==> src/rtl/full_adder.sv <==
// rtl/full_adder.sv - ripple-carry adder of 1-bit full-adder cells with combinational and registered results
// Optional simulation checker enabled by defining FULL_ADDER_CHECK_EN.
module full_adder #(
  parameter int WIDTH = 1
) (
  input  logic             clk,
  input  logic             rst,
  input  logic [WIDTH-1:0] a,
  input  logic [WIDTH-1:0] b,
  input  logic             cin,
  input  logic             in_valid,
  output logic [WIDTH-1:0] sum,
  output logic             carry,
  output logic [WIDTH-1:0] sum_q,
  output logic             carry_q,
  output logic             out_valid
);

  logic [WIDTH:0] chain;

  // Cells are evaluated in one process so sum and carry settle together.
  always_comb begin
    chain    = '0;
    sum      = '0;
    chain[0] = cin;
    for (int i = 0; i < WIDTH; i++) begin
      sum[i]     = a[i] ^ b[i] ^ chain[i];
      chain[i+1] = (a[i] & b[i]) | (chain[i] & (a[i] ^ b[i]));
    end
    carry = chain[WIDTH];
`ifdef FULL_ADDER_CHECK_EN
    if ({chain[WIDTH], sum} != ({1'b0, a} + {1'b0, b} + (WIDTH+1)'(cin)))
      $error("full_adder comb: a=%0h b=%0h cin=%0b got %0h exp %0h",
             a, b, cin, {chain[WIDTH], sum}, {1'b0, a} + {1'b0, b} + (WIDTH+1)'(cin));
`endif
  end

  always_ff @(posedge clk) begin
    if (rst) begin
      sum_q     <= '0;
      carry_q   <= 1'b0;
      out_valid <= 1'b0;
    end else begin
      out_valid <= in_valid;
      if (in_valid) begin
        sum_q   <= sum;
        carry_q <= carry;
      end
    end
  end

`ifdef FULL_ADDER_CHECK_EN
  logic [WIDTH:0]   ref_q;
  logic [WIDTH-1:0] a_q;
  logic [WIDTH-1:0] b_q;
  logic             cin_q;

  always_ff @(posedge clk) begin
    if (!rst && out_valid && ({carry_q, sum_q} != ref_q))
      $error("full_adder reg: a=%0h b=%0h cin=%0b got %0h exp %0h",
             a_q, b_q, cin_q, {carry_q, sum_q}, ref_q);
    if (!rst && in_valid) begin
      ref_q <= {1'b0, a} + {1'b0, b} + (WIDTH+1)'(cin);
      a_q   <= a;
      b_q   <= b;
      cin_q <= cin;
    end
  end
`endif

endmodule

==> config.mk <==
export PLATFORM = sky130hd
export DESIGN_NAME = full_adder
export DESIGN_NICKNAME = d
export VERILOG_FILES = /design/src/rtl/full_adder.sv
export SDC_FILE = /design/constraint.sdc
export NUM_CORES = 1
export LEC_CHECK = 0
export CORE_AREA = 2 2 39 41
export DETAILED_ROUTE_END_ITERATION = 16
export DIE_AREA = 0 0 41 43
export SLEW_MARGIN = 25
export SYNTH_ARGS = -nofsm -noshare
export SYNTH_HDL_FRONTEND = slang
export SYNTH_SLANG_ARGS = --single-unit
==> constraint.sdc <==
create_clock -name clk -period 1 [get_ports clk]
set_input_delay 0.1 -clock clk [delete_from_list [all_inputs] [get_ports clk]]
set_output_delay 0.1 -clock clk [all_outputs]
set_load 0.005 [all_outputs]
==> results_dict.tcl <==
set metrics [dict create \
    drv_cap 0 \
    grt_pass1_vias 106 \
    final_core_util 0.179 \
    grt_max_degree 4 \
    synth_nets 16 \
    cts_setup_buffers 0 \
    core_region_area_sq_um 1380 \
    place_congestion 0.546 \
    ir_drop_v 0.000341 \
    ios 11 \
    p_per_area_nw_per_um2 1670 \
    fin_skew_ps 0 \
    netlist_area_sq_um 114 \
    crit_arrival_ps 880 \
    core.rowCount 14 \
    setup_viol 0 \
    diodes 0 \
    cts_tree "built" \
    clock_latency_ps 230 \
    cts.htree.levels 1 \
    cp.required_ps 900 \
    max_slew_margin 0.917 \
    layout_commonest_cell "buf_2" \
    yosysWarnings 0 \
    vias 121 \
    crit_path_end_kind "primary output" \
    synth_seq_cells 3 \
    cts_sinks 3 \
    post_drt_wl_per_cell_um 7.15 \
    critical_path_class "input pin to primary output" \
    drive_gt1_frac 0.417 \
    finalNetCount 32 \
    synth_seq_area_share 0.527 \
    use_met3 0.0524 \
    area_delta_synth_final_pct 118 \
    met1_usage 0.0419 \
    rsz0062_at_grt "yes" \
    use_met2 0.0344 \
    grt-ovfl-total 0 \
    hold_slack_ps 330 \
    remaining_drc_errors 0 \
    crit_path_max_fanout 2 \
    p_leak_nw 0.120 \
    status "completed" \
    hold_viol_final 0 \
    ant_nets 0 \
    final.fill_count 158 \
    ys_types 5 \
    start_util 0.0823 \
    grt_pass1_wl_um 400 \
    track_usage 0.0432 \
    slew_violations 0 \
    cts_inserted_buffers 3 \
    finalCritPeriodShare 0.978 \
    via_per_inst 3.03 \
    wl_um 286 \
    cts_buffer_depth 2 \
    cts_root_buf "clkbuf_4" \
    start_kind "input pin" \
    tns_ps 0 \
    clk_pin_slew_worst_paths_ps 40 \
    dr.pass1.iters 4 \
    syn_inst 9 \
    grt_antenna_before_repair 0 \
    tightest_slew_ps 120 \
    timing.fmax_ghz 1.02 \
    busiest_layer "met4" \
    die_w_um 41 \
    hp-class "input pin to register" \
    avgSynthCellArea_sq_um 12.7 \
    die_area_sq_um 1760 \
    drt_iter0_drc 2 \
    period_minus_slack_ps 978 \
    final_cell_mix "4 x buf_2, 3 x dfxtp_1, 3 x clkbuf_4, 3 x dlygate4sd2_1" \
    port_buffers 10 \
    die_h_um 43 \
]
==> cells by family (layout without fill, tap and decap cells) <==
kind of cell / count (synthesis) / in the layout / synth area share
buffers and inverters: 0 / 15 / 0
adder cells (fa/ha/maj): 1 / 1 / 0.176
AND/OR/NAND/NOR: 3 / 3 / 0.121
multiplexers: 2 / 2 / 0.176
flip-flops: 3 / 3 / 0.527
==> Yosys cell counts <==
master	number	area, sq um
nor2_1	2	7.51
mux2i_1	2	20.0
fa_1	1	20.0
dfxtp_1	3	60.1
nor2b_1	1	6.26
==> critical path: stages <==
cell	delay, ps
buf_6	90
fa_2	570
buf_2	110
==> stage by stage <==
stage / std cells / setup slack, ps / cell area [sq um] / total power [mW]
final: 40 / 21.6 / 248 / 0.414
after global routing: 40 / -0.614 / 248 / 0.451
after CTS: 40 / 18.2 / 248 / 0.432
after detailed placement: 36 / -729 / 241 / 0.223
after global placement: 36 / -715 / 241 / 0.222
after floorplan: 9 / 108 / 114 / 0.156
==> cell type report <==
| class | instances | area, sq um | share of cell area |
|---|---|---|---|
| timing repair buffer | 11 | 85.1 | 0.343 |
| clock buffer | 4 | 26.3 | 0.106 |
| sequential | 3 | 60.1 | 0.242 |
| multi-input combinational | 6 | 56.3 | 0.227 |
| tap | 16 | 20.0 | 0.0808 |
==> sequential cells by signal, summed over array words and instances, names as in the netlist <==
name and count:
out_valid 1, carry_q 1, sum_q 1
==> timing repair <==
item,CTS,global route
setup endpoints to repair,7,1
pin swaps,1,0
hold buffers,0,0
gates resized for setup,25,0
==> per-layer routing <==
layer  share of wire  wire length, um
met2            0.30               87
met3            0.27               76
met5               0                0
met1            0.43              122
met4               0                0
==> power by group <==
group	internal, mW	switching (mW)	total (mW)
clock network	0.150	0.0630	0.213
registers	0.129	0.00295	0.132
logic	0.0440	0.0260	0.0699
==> worst paths after layout <==
kind	startpoint	to	slack, ps	cells past startpoint
max	cin	sum	20	3
min	cin	sum_q	330	4
max reg2reg	carry_q	carry_q	420	2
min reg2reg	sum_q	sum_q	480	2
No activity file was read; power rests on OpenSTA's default activity.
